===== src/rtl/spi_pwm_regbank.sv =====
`default_nettype none
// ============================================================================
//  Module   : spi_pwm_regbank
//  Purpose  : SPI-slave (mode 1, MSB first) register bank driving NUM_CH
//             PWM channels. SPI pins are oversampled on clk, so the whole
//             block lives in one clock domain.
//  Ports    : clk          system clock
//             rst_n        synchronous active-low reset
//             spi_sclk_i   SPI clock pin (asynchronous)
//             spi_cs_n_i   SPI chip select pin, active low (asynchronous)
//             spi_mosi_i   SPI master-out pin (asynchronous)
//             spi_miso_o   SPI slave-out data
//             pwm_out_o    PWM outputs, bit i = channel i
//             busy_o       high while a frame is in progress
//  Map      : 0x00 ID (RO), 0x01 CTRL, 0x02 PRESCALE, 0x03+i DUTY[i]
//  Revision : 1.0 - initial release
// ============================================================================
module spi_pwm_regbank #(
    parameter int          NUM_CH      = 4,
    parameter int          SYNC_STAGES = 2,
    parameter logic [7:0]  ID_VALUE    = 8'h96
) (
    input  logic              clk,
    input  logic              rst_n,
    input  logic              spi_sclk_i,
    input  logic              spi_cs_n_i,
    input  logic              spi_mosi_i,
    output logic              spi_miso_o,
    output logic [NUM_CH-1:0] pwm_out_o,
    output logic              busy_o
);

    typedef enum logic [1:0] {
        ST_IDLE  = 2'd0,
        ST_CMD   = 2'd1,
        ST_WRITE = 2'd2,
        ST_READ  = 2'd3
    } state_t;

    // ------------------------------------------------------------------
    // Pin synchronisers and edge detection
    // ------------------------------------------------------------------
    logic [SYNC_STAGES-1:0] sclk_sync_q, cs_sync_q, mosi_sync_q;
    logic                   sclk_prev_q, rise_q, fall_q, cs_q, mosi_q;
    logic                   armed_q;
    logic                   sclk_s;

    assign sclk_s = sclk_sync_q[SYNC_STAGES-1];

    // The CS chain resets to "low" so that a CS that is held low through
    // reset is never mistaken for a fresh frame: armed_q only sets once CS
    // has actually been observed high.
    always_ff @(posedge clk) begin
        if (!rst_n) begin
            sclk_sync_q <= '0;
            cs_sync_q   <= '0;
            mosi_sync_q <= '0;
            sclk_prev_q <= 1'b0;
            rise_q      <= 1'b0;
            fall_q      <= 1'b0;
            cs_q        <= 1'b0;
            mosi_q      <= 1'b0;
            armed_q     <= 1'b0;
        end else begin
            sclk_sync_q <= {sclk_sync_q[SYNC_STAGES-2:0], spi_sclk_i};
            cs_sync_q   <= {cs_sync_q[SYNC_STAGES-2:0],   spi_cs_n_i};
            mosi_sync_q <= {mosi_sync_q[SYNC_STAGES-2:0], spi_mosi_i};
            sclk_prev_q <= sclk_s;
            // Edge pulses are registered; CS and MOSI get one matching
            // delay stage so all three stay aligned.
            rise_q      <=  sclk_s & ~sclk_prev_q;
            fall_q      <= ~sclk_s &  sclk_prev_q;
            cs_q        <= cs_sync_q[SYNC_STAGES-1];
            mosi_q      <= mosi_sync_q[SYNC_STAGES-1];
            if (cs_q) begin
                armed_q <= 1'b1;
            end
        end
    end

    // ------------------------------------------------------------------
    // Register storage
    // ------------------------------------------------------------------
    logic [NUM_CH-1:0] ctrl_q, ctrl_d;
    logic [7:0]        prescale_q, prescale_d;
    logic [7:0]        duty_q [NUM_CH];
    logic [7:0]        duty_d [NUM_CH];

    function automatic logic [7:0] read_reg(input logic [6:0] addr);
        logic [7:0] rdata;
        rdata = 8'h00;
        case (addr)
            7'h00:   rdata = ID_VALUE;
            7'h01:   rdata = 8'(ctrl_q);
            7'h02:   rdata = prescale_q;
            default: begin
                for (int i = 0; i < NUM_CH; i++) begin
                    if (addr == 7'(3 + i)) begin
                        rdata = duty_q[i];
                    end
                end
            end
        endcase
        return rdata;
    endfunction

    // ------------------------------------------------------------------
    // SPI frame FSM
    // ------------------------------------------------------------------
    state_t      state_q, state_d;
    logic [2:0]  bit_cnt_q, bit_cnt_d;
    logic [6:0]  shift_q, shift_d;
    logic [7:0]  tx_q, tx_d;
    logic [6:0]  addr_q, addr_d;
    logic        miso_q, miso_d;
    logic        wr_en;
    logic [7:0]  rx_byte;

    assign rx_byte = {shift_q, mosi_q};

    always_comb begin
        state_d   = state_q;
        bit_cnt_d = bit_cnt_q;
        shift_d   = shift_q;
        tx_d      = tx_q;
        addr_d    = addr_q;
        miso_d    = miso_q;
        wr_en     = 1'b0;

        if (cs_q) begin
            // CS high ends any frame; a partial byte is simply dropped.
            state_d   = ST_IDLE;
            bit_cnt_d = 3'd0;
        end else begin
            case (state_q)
                ST_IDLE: begin
                    if (armed_q) begin
                        state_d   = ST_CMD;
                        bit_cnt_d = 3'd0;
                    end
                end
                default: begin
                    if (fall_q) begin
                        shift_d   = rx_byte[6:0];
                        bit_cnt_d = bit_cnt_q + 3'd1;
                        if (bit_cnt_q == 3'd7) begin
                            case (state_q)
                                ST_CMD: begin
                                    addr_d = rx_byte[6:0];
                                    if (rx_byte[7]) begin
                                        state_d = ST_READ;
                                        tx_d    = read_reg(rx_byte[6:0]);
                                    end else begin
                                        state_d = ST_WRITE;
                                    end
                                end
                                ST_WRITE: begin
                                    wr_en  = 1'b1;
                                    addr_d = addr_q + 7'd1;
                                end
                                default: begin
                                    addr_d = addr_q + 7'd1;
                                    tx_d   = read_reg(addr_q + 7'd1);
                                end
                            endcase
                        end
                    end
                    if (rise_q && state_q == ST_READ) begin
                        miso_d = tx_q[7];
                        tx_d   = {tx_q[6:0], 1'b0};
                    end
                end
            endcase
        end

        if (state_d != ST_READ) begin
            miso_d = 1'b0;
        end
    end

    always_comb begin
        ctrl_d     = ctrl_q;
        prescale_d = prescale_q;
        for (int i = 0; i < NUM_CH; i++) begin
            duty_d[i] = duty_q[i];
        end
        if (wr_en) begin
            if (addr_q == 7'h01) begin
                ctrl_d = rx_byte[NUM_CH-1:0];
            end
            if (addr_q == 7'h02) begin
                prescale_d = rx_byte;
            end
            for (int i = 0; i < NUM_CH; i++) begin
                if (addr_q == 7'(3 + i)) begin
                    duty_d[i] = rx_byte;
                end
            end
        end
    end

    // ------------------------------------------------------------------
    // PWM engine
    // ------------------------------------------------------------------
    logic [7:0]        presc_cnt_q, cnt_q;
    logic [7:0]        duty_act_q [NUM_CH];
    logic [NUM_CH-1:0] pwm_q, pwm_d;
    logic              tick;

    // >= keeps the prescaler from running to 255 if PRESCALE shrinks
    // below the current count.
    assign tick = (presc_cnt_q >= prescale_q);

    // Enable uses the next CTRL value so a disable lands on the same edge
    // that updates CTRL.
    for (genvar gi = 0; gi < NUM_CH; gi++) begin : g_ch
        assign pwm_d[gi] = ctrl_d[gi] && (cnt_q < duty_act_q[gi]);
    end

    always_ff @(posedge clk) begin
        if (!rst_n) begin
            state_q     <= ST_IDLE;
            bit_cnt_q   <= 3'd0;
            shift_q     <= 7'd0;
            tx_q        <= 8'd0;
            addr_q      <= 7'd0;
            miso_q      <= 1'b0;
            ctrl_q      <= '0;
            prescale_q  <= 8'd0;
            presc_cnt_q <= 8'd0;
            cnt_q       <= 8'd0;
            pwm_q       <= '0;
            for (int i = 0; i < NUM_CH; i++) begin
                duty_q[i]     <= 8'd0;
                duty_act_q[i] <= 8'd0;
            end
        end else begin
            state_q     <= state_d;
            bit_cnt_q   <= bit_cnt_d;
            shift_q     <= shift_d;
            tx_q        <= tx_d;
            addr_q      <= addr_d;
            miso_q      <= miso_d;
            ctrl_q      <= ctrl_d;
            prescale_q  <= prescale_d;
            pwm_q       <= pwm_d;
            for (int i = 0; i < NUM_CH; i++) begin
                duty_q[i] <= duty_d[i];
            end
            if (tick) begin
                presc_cnt_q <= 8'd0;
                cnt_q       <= cnt_q + 8'd1;
                // Duty takes effect only as the period restarts.
                if (cnt_q == 8'hFF) begin
                    for (int i = 0; i < NUM_CH; i++) begin
                        duty_act_q[i] <= duty_q[i];
                    end
                end
            end else begin
                presc_cnt_q <= presc_cnt_q + 8'd1;
            end
        end
    end

    assign spi_miso_o = miso_q;
    assign pwm_out_o  = pwm_q;
    assign busy_o     = (state_q != ST_IDLE);

endmodule
`default_nettype wire


===== config.mk =====
export PLATFORM = sky130hd
export DESIGN_NAME = spi_pwm_regbank
export DESIGN_NICKNAME = d
export VERILOG_FILES = /design/src/rtl/spi_pwm_regbank.sv
export SDC_FILE = /design/constraint.sdc
export NUM_CORES = 1
export LEC_CHECK = 0
export ABC_AREA = 1
export CAP_MARGIN = 20
export CORE_ASPECT_RATIO = 1.75
export CORE_MARGIN = 3
export CORE_UTILIZATION = 55
export DETAILED_ROUTE_END_ITERATION = 7
export PLACE_DENSITY = 0.74
export SYNTH_ARGS = -nofsm -noshare
export SYNTH_HDL_FRONTEND = slang
export SYNTH_SLANG_ARGS = --single-unit

===== constraint.sdc =====
create_clock -name clk -period 7.69 [get_ports clk]
set_input_delay 1.9225 -clock clk [delete_from_list [all_inputs] [get_ports clk]]
set_output_delay 1.9225 -clock clk [all_outputs]
set_load 0.01 [all_outputs]

# Word-level counts from Yosys, hierarchy flattened
# Memory sizes are Yosys's and may differ from the RTL's.
# Cells that the tools add are included.
word_totals:
  memories: 2
  word_cells: 146
  ff_bits: 72
  out_inout_bits: 6
  ramBits: 64
classes:
  muxes: 52
  n_addsub: 4
  eq_ne: 27
  bitwise_logic: 15
  reduce_logical: 21
  magnitude_cmp: 5
memory_table:
  columns: ["name", "depth", "word_bits", "rd", "rd_ports_with_merged_regs", "wr", "line_no", "rtl"]
  rows:
  - ["duty_act_q", 4, 8, 4, 0, 4, "206", "logic [7:0] duty_act_q [NUM_CH];"]
  - ["duty_q", 4, 8, 4, 0, 4, "86", "logic [7:0] duty_q [NUM_CH];"]
ops:
  columns: ["cell", "n"]
  rows:
  - ["$mux 8", 24]
  - ["$eq 7x3->1 const B", 9]
  - ["$pmux 8 s3", 2]
  - ["$eq 7x2->1 const B", 6]
  - ["$lt 8x8->1", 4]
  - ["$mux 32", 1]
  - ["$eq 7x1->1 const B", 3]
  - ["$add 8x1->8 const B", 2]
  - ["$pmux 8 s2", 1]
  - ["$logic_not 7->1", 2]
  - ["$mux 1", 12]
  - ["$mux 2", 6]
  - ["$mux 3", 3]
  - ["$eq 8x8->1 const B", 1]
  - ["$ge 8x8->1", 1]
  - ["$mux 4", 2]
  - ["$or 1x1->1", 8]
  - ["$reduce_bool 2->1", 4]
  - ["$add 7x1->7 const B", 1]
  - ["$mux 7", 1]
  - ["$ne 2x2->1 const B", 3]
  - ["$reduce_and 3->1", 2]
  - ["$reduce_and 6->1", 1]
  - ["$reduce_or 2->1", 3]
  - ["other kinds (11)", 22]

# Longest topological paths before layout
# Gate-level depths: netlist (run 1).
logic_depth:
  depth_word: 11
  ltp_mapped: 19
  ltp_nobuf: 18

# Worst setup path after synthesis (run 1)
# OpenSTA, ideal clock, no wires.
synth_path:
  kind: "input to register"
  from: "input rst_n"
  to: "memory duty_act_q[0][0], enable pin"
  setup_time_ns: 0.478
  path_buffers: 2
  cell_stages: 3
  setup_slack_ns: 4.187
  arrival_time_ns: 3.025
  t_required_ns: 7.212
  path_cell_list: "clkbuf_1 -> clkbuf_1 -> nand2_1"
synth_lines:
  columns: ["element", "line_no", "rtl"]
  rows:
  - ["start: declaration", "24", "input logic rst_n,"]
  - ["end: declaration", "206", null]

==> results of run 1 <==
[power by group through the flow]
| stage | logic [mW] | clock network (mW) | registers (mW) |
|---|---|---|---|
| after floorplan | 0.0327 | 0 | 0.763 |
| after global placement | 0.0451 | 0 | 0.765 |
| after detailed placement | 0.0465 | 0 | 0.765 |
| after CTS | 0.0467 | 0.846 | 0.749 |
| after global routing | 0.0539 | 0.875 | 0.750 |
| final | 0.0463 | 0.843 | 0.749 |
[logic make-up after synthesis]
| kind of cell | after synthesis | synth area share (%) |
|---|---|---|
| simple gates | 353 | 22.4 |
| flops | 136 | 42.2 |
| xor+xnor | 4 | 0.590 |
| fa+ha+maj | 45 | 7.81 |
| buf+inv | 191 | 10.3 |
| compound gates | 194 | 16.6 |
[sequential cells by signal (all words and copies together) (netlist names), 3 cells and up]
name,count
pwm_out_o,4
addr_q,7
ctrl_q,4
tx_q,8
presc_cnt_q,8
prescale_q,8
duty_q,32
shift_q,7
duty_act_q,32
bit_cnt_q,3
cnt_q,8
[final timing paths]
path,endpoint,cells after the start,slack [ns]
max reg2reg,duty_act_q[2][3],13,4.81
max,pwm_out_o[0],7,4.05
min,rise_q,1,0.41
min reg2reg,rise_q,1,0.41
[synthesized netlist by cell type, types with 2 or more instances]
| master | number | area, µm² |
|---|---|---|
| clkbuf_1 | 8 | 30.0 |
| ha_1 | 45 | 563 |
| inv_1 | 152 | 571 |
| o21bai_1 | 4 | 30.0 |
| nor2_2 | 5 | 31.3 |
| nand3_2 | 2 | 20.0 |
| inv_2 | 14 | 52.6 |
| a31oi_1 | 8 | 50.1 |
| nor3_2 | 2 | 20.0 |
| a221oi_1 | 4 | 35.0 |
| nand3_1 | 27 | 135 |
| o21ai_1 | 10 | 50.1 |
| buf_6 | 2 | 22.5 |
| a311oi_1 | 4 | 35.0 |
| a211oi_1 | 43 | 323 |
| xor2_1 | 3 | 26.3 |
| o221ai_1 | 5 | 43.8 |
| nor3b_1 | 3 | 22.5 |
| buf_1 | 3 | 11.3 |
| nand2_4 | 4 | 45.0 |
| o22ai_1 | 2 | 12.5 |
| nor4_4 | 5 | 106 |
| nor3_1 | 6 | 30.0 |
| nand2_1 | 153 | 574 |
| o21a_1 | 4 | 30.0 |
| dfxtp_1 | 104 | 2080 |
| clkinv_1 | 2 | 7.51 |
| o21ai_0 | 34 | 170 |
| edfxtp_1 | 32 | 961 |
| nand2_2 | 8 | 50.1 |
| buf_2 | 10 | 50.1 |
| nand4_1 | 10 | 62.6 |
| o211ai_1 | 11 | 82.6 |
| nor2_1 | 124 | 465 |
| a21oi_1 | 61 | 305 |
[per-layer routing]
| metal | vias to the layer above | global-route usage [%] | part of all wire [%] | wire length [µm] |
|---|---|---|---|---|
| met5 | - | 0 | 0 | 0 |
| met4 | 0 | 15.1 | 5.6 | 948 |
| met3 | 68 | 4.11 | 3.8 | 637 |
| met2 | 188 | 47.1 | 55 | 9240 |
| met1 | 2670 | 24.7 | 36 | 6110 |
| li1 | 3080 | - | - | - |
[layout make-up]
| cell class | count | area (µm²) |
|---|---|---|
| Inverter | 168 | 631 |
| Timing Repair Buffer | 15 | 158 |
| Multi-Input combinational cell | 596 | 3420 |
| Fill cell | 1109 | 4560 |
| Sequential cell | 136 | 3040 |
| Clock buffer | 19 | 454 |
| Clock inverter | 13 | 155 |
| Tap cell | 168 | 210 |
[through the flow]
stage,setup WS [ns],instance area (µm²)
final,4.05,8080
after global routing,3.89,8080
after CTS,4.06,8040
after detailed placement,3.63,7430
after global placement,3.67,7430
after floorplan,4.19,7210
[worst max-delay path, delay by kind of cell]
kind | cells | cell delay (ns)
and+or+nand+nor | 1 | 0.10
buffers and inverters | 4 | 1.33
AOI/OAI and AO/OA | 2 | 0.58
==> qor_table.md, run 1 <==
| Result | Reported |
|:---|:---|
| FP Rows | 54 |
| Share of final-layout standard cells stronger than drive strength 1 | 8.66% |
| Total internal power | 1.27 mW |
| DRC violations left | 0 |
| Cells along the critical path | clkdlybuf4s50_1 > buf_4 > clkinv_1 > buf_4 > a211oi_1 > nand2_1 > a311oi_1 |
| Top flip-flop cell by instance count after synthesis | dfxtp_1 |
| Syn. warnings | 0 |
| Die outline area | 14,600 µm² |
| Number of unique standard cell types used by synthesis | 44 |
| Drt pass-1 iters | 7 |
| Static leakage power | 3.36 nW |
| Startpoint of the most critical setup path | rst_n |
| Peak per-stage delay on the critical path | 0.45 ns |
| Number of nets in the finished design | 984 |
| Post-Route WL | 16,900 µm |
| Seq cells post-synth | 136 |
| Core area | 12,600 µm² |
| Total CTS buffers | 17 |
| Maximum fanout along the worst path | 55 |
| Antenna violations before repair | 0 |
| Height of the chip | 157 µm |
| Finished Core Util | 63.9% |
| DR vias/cell | 5.39 |
| Shortest clock period the worst path allows after layout | 3.64 ns |
| Kind of path behind the tightest hold check | reg2reg |
| Die outline width | 92.6 µm |
| Setup repair after global routing missed its margin | false |
| Vias in the first global route | 5,751 |
| Buffer levels on the longest clock path | 2 |
| Max-cap violation count | 0 |
| Number of placed instances, taps included | 1,081 |
| Status | completed |
| Peak supply drop | 147 µV |
| Capturing element type of the critical path | flip-flop |
| First-pass GRT wire length | 27,800 µm |
| Count of pins on the block boundary | 11 |
| Drt initial violations | 423 |
| Max Clock Freq | 0.275 GHz |
| Residual antenna-violating net count after detailed routing | 0 |
| Insertion delay to the later sink of the worst-skew pair | 0.43 ns |
| Launch instance of the worst min-delay path | sclk_prev_q |
| Number of levels in the clock H-tree | 4 |
| Vias | 6,006 |
| Share of power burned in combinational logic | 2.8% |
| Final instance count without filler cells | 1,115 |
| Grt total ovfl | 0 |
| Crit Path Category | in2reg |
| Minimum hold slack | 0.408 ns |
| Total standard cell area after synthesis | 7210 µm² |
| Most prevalent standard cell on the critical path | buf_4 |
| Power density over cell area | 203 nW/µm² |
| Final Power | 1.64 mW |
| Overall routing resource usage | 24.8% |
| IO Port Bufs | 10 |
| Clock-pin slew reported for the worst setup and hold paths after clock tree synthesis | 0.06 ns |
| Endpoint required time on the critical path | 8.02 ns |
| Net switching power figure | 373 µW |
| Crit-path slowest cell | clkdlybuf4s50_1 |
| TritonCTS clock tree | yes |
| Post-synthesis area per instance | 7.81 µm² |
| Starting Density | 57.1% |
| Total count of max-transition violations in the final report | 0 |
| Root buf cell | clkbuf_16 |
| Critical path arrival | 3.96 ns |
| Placer congestion estimate | 0.971 |
| Flop pwr share | 45.7% |
| Largest net degree at the start of global routing | 56 |
| Commonest non-fill, non-tap cell in the layout | nand2_1 |
| CTS Hold Bufs | 0 |
| Startpoint class of the critical path | input pin |
| Gate Count Post-Synth | 923 |
| Switching part of the total power | 22.7% |
| DP HPWL | 12,800 µm |
| Fin crit share | 47.3% |
| Count of clock tree sinks | 136 |
| Layout Area Growth over Synthesis | 12.0% |
| Worst Tran Pin Value | 0.910 ns |
| Worst slew margin relative to its limit | 38.9% |
| Share of async-settable or async-resettable flops after synthesis | 0% |
| Final setup violation count | 0 |
| Clock skew | 0.0156 ns |
| Detailed-route wire length per cell | 15.2 µm |
| Ant diodes | 0 |
| Proportion of synthesized chip area in sequential cells | 42.2% |
| Post_cts resized | 0 |
| Top library cells by usage in the layout, fill and taps aside | nand2_1 (153), inv_1 (151), nor2_1 (124) |
| Final Hold Violating Endpoints | 0 |
| Setup repair bufs after CTS | 0 |
| Start of the worst register-to-register path | prescale_q[7] |
| Clock share of power | 51.4% |
| Synthesized Nets | 973 |
| EDFF count, synth | 32 |
| Total Negative Setup Slacks | 0 ns |
Note: power is estimated with default switching activity, not from simulation.
==> inputs of run 2 (changes only) <==
- clock period: 7.69 -> 3.4 ns (I/O delays scaled with it)
==> run 2 against run 1 <==
Die area stayed put. Routed wire length is 4.9% higher. Hold slack better by 0.0036 ns. First-iteration DRC count is 13% lower. Worst setup slack worse by 3.3 ns. Flip-flop and latch count stayed put. Utilization is 0.54 points lower. Largest cell class unchanged. Highest routed layer unchanged.
==> qor_table.md, run 2 (synthesis gave the netlist of run 1 again) <==
| Result | Reported | Change |
|:---|:---|:---|
| First-pass GRT wire length | 29,100 µm | +4.7% |
| Share of final-layout standard cells stronger than drive strength 1 | 8.63% | -0.027 points |
| Grt total ovfl | 0 | unchanged |
| DR vias/cell | 5.46 | +1.3% |
| CP Buf/Inv Count | 3 | -1 |
| Static leakage power | 3.33 nW | -0.89% |
| DP HPWL | 13,200 µm | +3.6% |
| Insertion delay to the later sink of the worst-skew pair | 0.42 ns | about the same |
| Peak per-stage delay on the critical path | 0.37 ns | -0.08 ns |
| Total count of max-transition violations in the final report | 0 | unchanged |
| Clock share of power | 48.2% | -3.2 points |
| Starting Density | 57.1% | unchanged |
| Number of levels in the clock H-tree | 4 | unchanged |
| Height of the chip | 157 µm | unchanged |
| Share of power burned in combinational logic | 3.0% | +0.2 points |
| Area used by multi-input combinational logic | 3420 µm² | unchanged |
| Minimum hold slack | 0.412 ns | +0.00356 ns |
| TritonCTS clock tree | yes |  |
| Clock skew | 0.0115 ns | -0.00419 ns |
| Flop pwr share | 48.8% | +3.1 points |
| Largest registers ranked by flip-flop count | duty_act_q: 32 flops, duty_q: 32 flops |  |
| Placer congestion estimate | 0.938 | -3.4% |
| Layout Area Growth over Synthesis | 11.0% |  |
| Total internal power | 2.69 mW | +110% |
| Worst Tran Pin Value | 0.896 ns | -0.0133 ns |
| Largest net degree at the start of global routing | 57 | +1.8% |
| Post_cts resized | 0 | unchanged |
| Max Clock Freq | 0.377 GHz |  |
| Buffer levels on the longest clock path | 2 | unchanged |
| Drt initial violations | 369 | -13% |
| Count of clock tree sinks | 136 | unchanged |
| FP Rows | 54 | unchanged |
| Core area | 12,600 µm² | unchanged |
| Top library cells by usage in the layout, fill and taps aside | nand2_1 (153), inv_1 (151), nor2_1 (124) |  |
| Fin crit share | 78.0% |  |
| Crit-path slowest cell | dfxtp_1 |  |
| Final Power | 3.48 mW | +110% |
| Ant diodes | 0 | unchanged |
| Status | completed |  |
| Count of pins on the block boundary | 11 | unchanged |
| Most prevalent standard cell on the critical path | nand2_1 |  |
| Net switching power figure | 784 µW | +110% |
| Antenna violations before repair | 0 | unchanged |
| Clock-pin slew reported for the worst setup and hold paths after clock tree synthesis | 0.06 ns | about the same |
| Setup repair bufs after CTS | 0 | unchanged |
| Routed met2 length | 9570 µm | +3.6% |
| Maximum fanout along the worst path | 32 | -42% |
| Final Hold Violating Endpoints | 0 | unchanged |
| Power density over cell area | 434 nW/µm² | +110% |
| Top routing layer in use | met4 |  |
| Max-cap violation count | 0 | unchanged |
| Critical path arrival | 2.72 ns | -1.24 ns |
| Routed wl met3 | 585 µm | -8.2% |
| Die outline area | 14,600 µm² | unchanged |
| Total Negative Setup Slacks | 0 ns | unchanged |
| Capturing element type of the critical path | flip-flop |  |
| Cells along the critical path | inv_1 > ha_1 > nand2_1 > nor2_1 > nand4_1 > nand3_2 > nand3_1 > inv_1 > nand4_1 > nor2_1 > nand2_1 > nand2_1 > buf_4 |  |
| Drt pass-1 iters | 4 | -3 |
| IO Port Bufs | 10 | unchanged |
| Kind of path behind the tightest hold check | reg2reg |  |
| Vias in the first global route | 6,001 | +4.3% |
| Post-Route WL | 17,800 µm | +4.9% |
| CTS Hold Bufs | 0 | unchanged |
| Vias | 6,101 | +1.6% |
| Shortest clock period the worst path allows after layout | 2.65 ns |  |
| Combined flip-flop and latch cell area | 3040 µm² | unchanged |
| Die outline width | 92.6 µm | unchanged |
| Number of nets in the finished design | 987 | +0.30% |
| Filler Cells Inserted | 1,193 | +7.6% |
| Startpoint class of the critical path | flip-flop |  |
| Commonest non-fill, non-tap cell in the layout | nand2_1 |  |
| Residual antenna-violating net count after detailed routing | 0 | unchanged |
| Total CTS buffers | 17 | unchanged |
| Worst slew margin relative to its limit | 39.8% | +0.89 points |
| DRC violations left | 0 | unchanged |
| Crit Path Category | reg2reg |  |
| Peak supply drop | 323 µV | +120% |
| Setup repair after global routing missed its margin | false |  |
| Overall routing resource usage | 25.9% | +1.1 points |
| Final setup violation count | 0 | unchanged |
| Cell family contributing the most delay on the critical path | simple AND/OR/NAND/NOR gates |  |
| Root buf cell | clkbuf_16 |  |
| Switching part of the total power | 22.5% | -0.21 points |
| Detailed-route wire length per cell | 15.9 µm | +4.6% |
| Endpoint required time on the critical path | 3.47 ns | -4.55 ns |
| Metal1 wirelength | 6570 µm | +7.5% |
## run 2: cell types whose count changed in the layout (fill, tap and decap cells not counted)
cell | before | now
buf_4 | 4 | 8
inv_6 | 5 | 1
clkbuf_1 | 1 | 4
clkinv_2 | 0 | 3
clkinv_4 | 1 | 4
bufinv_16 | 2 | 0
inv_8 | 2 | 0
buf_16 | 1 | 0
inv_4 | 2 | 1
## run 2: final cells by class
cell class / instances / area share (%)
clock inverter: 10 / 0.906
multi-input combinational: 596 / 42.8
sequential: 136 / 38.0
clock buffer: 22 / 5.81
inverter: 168 / 7.88
tap: 168 / 2.63
timing repair buffer: 18 / 2.00
## run 2: final timing paths
path	start	to	slack [ns]	cells after the start
worst min register to register	mosi_sync_q[1]	mosi_q	0.41	2
worst max-delay path	prescale_q[7]	duty_act_q[1][4]	0.75	13
worst min-delay path	mosi_sync_q[1]	mosi_q	0.41	2
worst max register to register	prescale_q[7]	duty_act_q[1][4]	0.75	13
## run 2: routing by layer
metal	global-route usage, %	up-vias
met5	0	-
met4	15.5	0
met3	4.26	75
met2	49.1	151
met1	26.0	2788
li1	-	3087
## run 2: through the flow
step / std cells / setup slack (ns) / instance area (µm²) / util, %
6_report: 1118 / 0.749 / 8010 / 63.4
3_5_place_dp: 1086 / 0.843 / 7470 / 59.1
5_1_grt: 1118 / 0.455 / 8010 / 63.4
4_1_cts: 1118 / 0.748 / 8010 / 63.4
2_1_floorplan: 923 / 0.738 / 7210 / -
3_3_place_gp: 1086 / 0.879 / 7470 / 59.1
## run 2: power groups by stage
stage | Combinational [mW] | Clock [mW] | Sequential [mW]
after floorplan | 0.0740 | 0 | 1.73
after global placement | 0.103 | 0 | 1.73
after detailed placement | 0.106 | 0 | 1.73
after CTS | 0.106 | 1.70 | 1.70
after global routing | 0.123 | 1.76 | 1.70
final | 0.105 | 1.68 | 1.70
## run 2: worst min-delay path, cell delays in order (launching register included)
cell,delay [ns]
dfxtp_1,0.30
nand2_1,0.05
inv_1,0.04
==> inputs of run 3 (changes only) <==
- clock period: 3.4 -> 2.7 ns (I/O delays scaled with it)
==> run 3 against run 2 <==
Via count up 0.49%. First-iteration DRC count down 3.0%. Power up 28%. Utilization up 0.95 points. Critical path depth unchanged. Worst setup slack worse by 0.48 ns. Critical path type unchanged.
==> qor_table.md, run 3 (synthesis gave the netlist of run 1 again) <==
| Result | Reported | Change |
|:---|:---|:---|
| Share of final-layout standard cells stronger than drive strength 1 | 10.1% | +1.4 points |
| Setup repair after global routing missed its margin | false |  |
| Buffer levels on the longest clock path | 2 | unchanged |
| Power density over cell area | 546 nW/µm² | +26% |
| Critical path arrival | 2.55 ns | -0.17 ns |
| Max Clock Freq | 0.412 GHz | +9.2% |
| Maximum fanout along the worst path | 25 | -22% |
| DR vias/cell | 5.42 | -0.66% |
| Net switching power figure | 1.02 mW | +31% |
| Startpoint class of the critical path | flip-flop |  |
| IO Port Bufs | 10 | unchanged |
| Number of nets in the finished design | 1,000 | +1.3% |
| Die outline width | 92.6 µm | unchanged |
| Worst slew margin relative to its limit | 67.1% | +27 points |
| Die outline area | 14,600 µm² | unchanged |
| Clock-pin slew reported for the worst setup and hold paths after clock tree synthesis | 0.06 ns | about the same |
| Core area | 12,600 µm² | unchanged |
| Share of power burned in combinational logic | 3.2% | +0.2 points |
| Flop pwr share | 48.2% | -0.6 points |
| Largest net degree at the start of global routing | 38 | -33% |
| Number of placed instances, taps included | 1,099 | +1.2% |
| Post_cts resized | 0 | unchanged |
| Total count of max-transition violations in the final report | 0 | unchanged |
| Crit Path Category | reg2reg |  |
| Overall routing resource usage | 25.8% | -0.10 points |
| Grt total ovfl | 0 | unchanged |
| Static leakage power | 3.39 nW | +2.0% |
| Top library cells by usage in the layout, fill and taps aside | nand2_1 (153), inv_1 (151), nor2_1 (124) |  |
| Detailed-route wire length per cell | 15.5 µm | -2.2% |
| DRC violations left | 0 | unchanged |
| Count of clock tree sinks | 136 | unchanged |
| Drt initial violations | 358 | -3.0% |
| Final instance count without filler cells | 1,131 | +1.2% |
| Drt pass-1 iters | 8 | +4 |
| FP Rows | 54 | unchanged |
| Fin crit share | 89.9% | +12 points |
| Switching part of the total power | 23.1% | +0.57 points |
| DP HPWL | 13,300 µm | +0.74% |
| Placer congestion estimate | 0.922 | -1.7% |
| Status | completed |  |
| Starting Density | 57.1% | unchanged |
| Minimum setup slack among reg-to-reg paths | 0.27 ns | -0.48 ns |
| Height of the chip | 157 µm | unchanged |
| Largest registers ranked by flip-flop count | duty_act_q: 32 flops, duty_q: 32 flops |  |
| Endpoint required time on the critical path | 2.82 ns | -0.65 ns |
| Number of levels in the clock H-tree | 4 | unchanged |
| Layout Area Growth over Synthesis | 12.7% |  |
| Count of pins on the block boundary | 11 | unchanged |
| Capturing point of the worst reg2reg path | duty_act_q[2][4] |  |
| Residual antenna-violating net count after detailed routing | 0 | unchanged |
| Endpoint with the worst hold slack | cs_q |  |
| Launch instance of the worst min-delay path | cs_sync_q[1] |  |
| Finished Core Util | 64.3% | +0.95 points |
| Total CTS buffers | 17 | unchanged |
| Ant diodes | 0 | unchanged |
| Count of cells along the worst hold path | 2 | unchanged |
| Vias | 6,131 | +0.49% |
| Worst R2R Path Depth | 13 | unchanged |
| Final Hold Violating Endpoints | 0 | unchanged |
| Start of the worst register-to-register path | prescale_q[7] |  |
| Clock share of power | 48.7% | +0.5 points |
| Kind of path behind the tightest hold check | reg2reg |  |
| TritonCTS clock tree | yes |  |
| Worst Tran Pin Value | 0.490 ns | -0.406 ns |
| First-pass GRT wire length | 29,000 µm | -0.26% |
| Insertion delay to the later sink of the worst-skew pair | 0.42 ns | about the same |
| Vias in the first global route | 6,133 | +2.2% |
| Final setup violation count | 0 | unchanged |
| Post-Route WL | 17,600 µm | -1.0% |
| Capturing element type of the critical path | flip-flop |  |
| Root buf cell | clkbuf_16 |  |
| Clock skew | 0.00790 ns | -0.00356 ns |
| Shortest clock period the worst path allows after layout | 2.43 ns | -0.224 ns |
| Max-cap violation count | 0 | unchanged |
| Peak supply drop | 474 µV | +47% |
| Antenna violations before repair | 0 | unchanged |
| Total Negative Setup Slacks | 0 ns | unchanged |
| Commonest non-fill, non-tap cell in the layout | nand2_1 |  |
| Total internal power | 3.41 mW | +27% |
run 3: cell types whose count changed in the layout (fill, tap and decap cells not counted), sizes merged:
cell	change
buf	+13
clkbuf	-1
clkinvlp	+3
clkinv	-6
inv	+4
run 3: layer usage:
layer	track usage (%)	up-vias	routed length, µm	share of wire [%]
li1	-	3106	-	-
met1	24.9	2785	6280	36
met2	49.4	172	9600	55
met3	4.69	68	709	4.0
met4	16.2	0	992	5.6
met5	0	-	0	0
run 3: cell type report:
type / count / area, µm²
Clock buffer: 21 / 463
Multi-Input combinational cell: 596 / 3420
Fill cell: 1129 / 4510
Sequential cell: 136 / 3040
Clock inverter: 11 / 85.1
Tap cell: 168 / 210
Inverter: 168 / 631
Timing Repair Buffer: 31 / 270
run 3: power by group through the flow:
stage	registers, mW	clock network, mW	logic [mW]
5_1_grt	2.14	2.28	0.160
3_5_place_dp	2.18	0	0.141
6_report	2.14	2.16	0.140
3_3_place_gp	2.18	0	0.135
2_1_floorplan	2.17	0	0.0932
4_1_cts	2.14	2.18	0.142
run 3: worst max-delay path by stage:
stage	startpoint	to	slack, ns	cells past startpoint
2_1_floorplan	prescale_q[7]	duty_act_q[0][0]	0.04	12
3_3_place_gp	prescale_q[7]	duty_act_q[0][2]	0.33	13
3_5_place_dp	prescale_q[7]	duty_act_q[0][3]	0.27	13
4_1_cts	prescale_q[7]	duty_act_q[2][4]	0.26	13
5_1_grt	prescale_q[7]	duty_act_q[1][1]	0.02	13
6_report	prescale_q[7]	duty_act_q[2][4]	0.27	13
run 3: worst max-delay path, stage by stage, from the launching register on:
cell,delay [ns]
dfxtp_1,0.37
inv_1,0.06
ha_1,0.29
nand2_1,0.07
nor2_1,0.14
nand4_1,0.14
nand3_2,0.17
nand3_1,0.10
inv_1,0.11
nand4_1,0.12
nor2_1,0.16
nand2_1,0.07
nand2_1,0.13
buf_12,0.19
run 3: timing repair:
| item | 4_1_cts | 5_1_grt |
|---|---|---|
| endpoints found under the setup margin | 0 | 21 |
| buffers inserted | 0 | 0 |
| hold buffers | 0 | 0 |
run 3: metrics by stage:
| step | hold slack (ns) | power (mW) | setup slack (ns) | area (µm²) |
|---|---|---|---|---|
| floorplan | 0.389 | 2.27 | 0.0377 | 7210 |
| global placement | 0.395 | 2.31 | 0.325 | 7580 |
| detailed placement | 0.399 | 2.32 | 0.266 | 7580 |
| CTS | 0.407 | 4.46 | 0.255 | 8130 |
| global route | 0.418 | 4.58 | 0.0155 | 8130 |
| finish | 0.410 | 4.44 | 0.273 | 8130 |
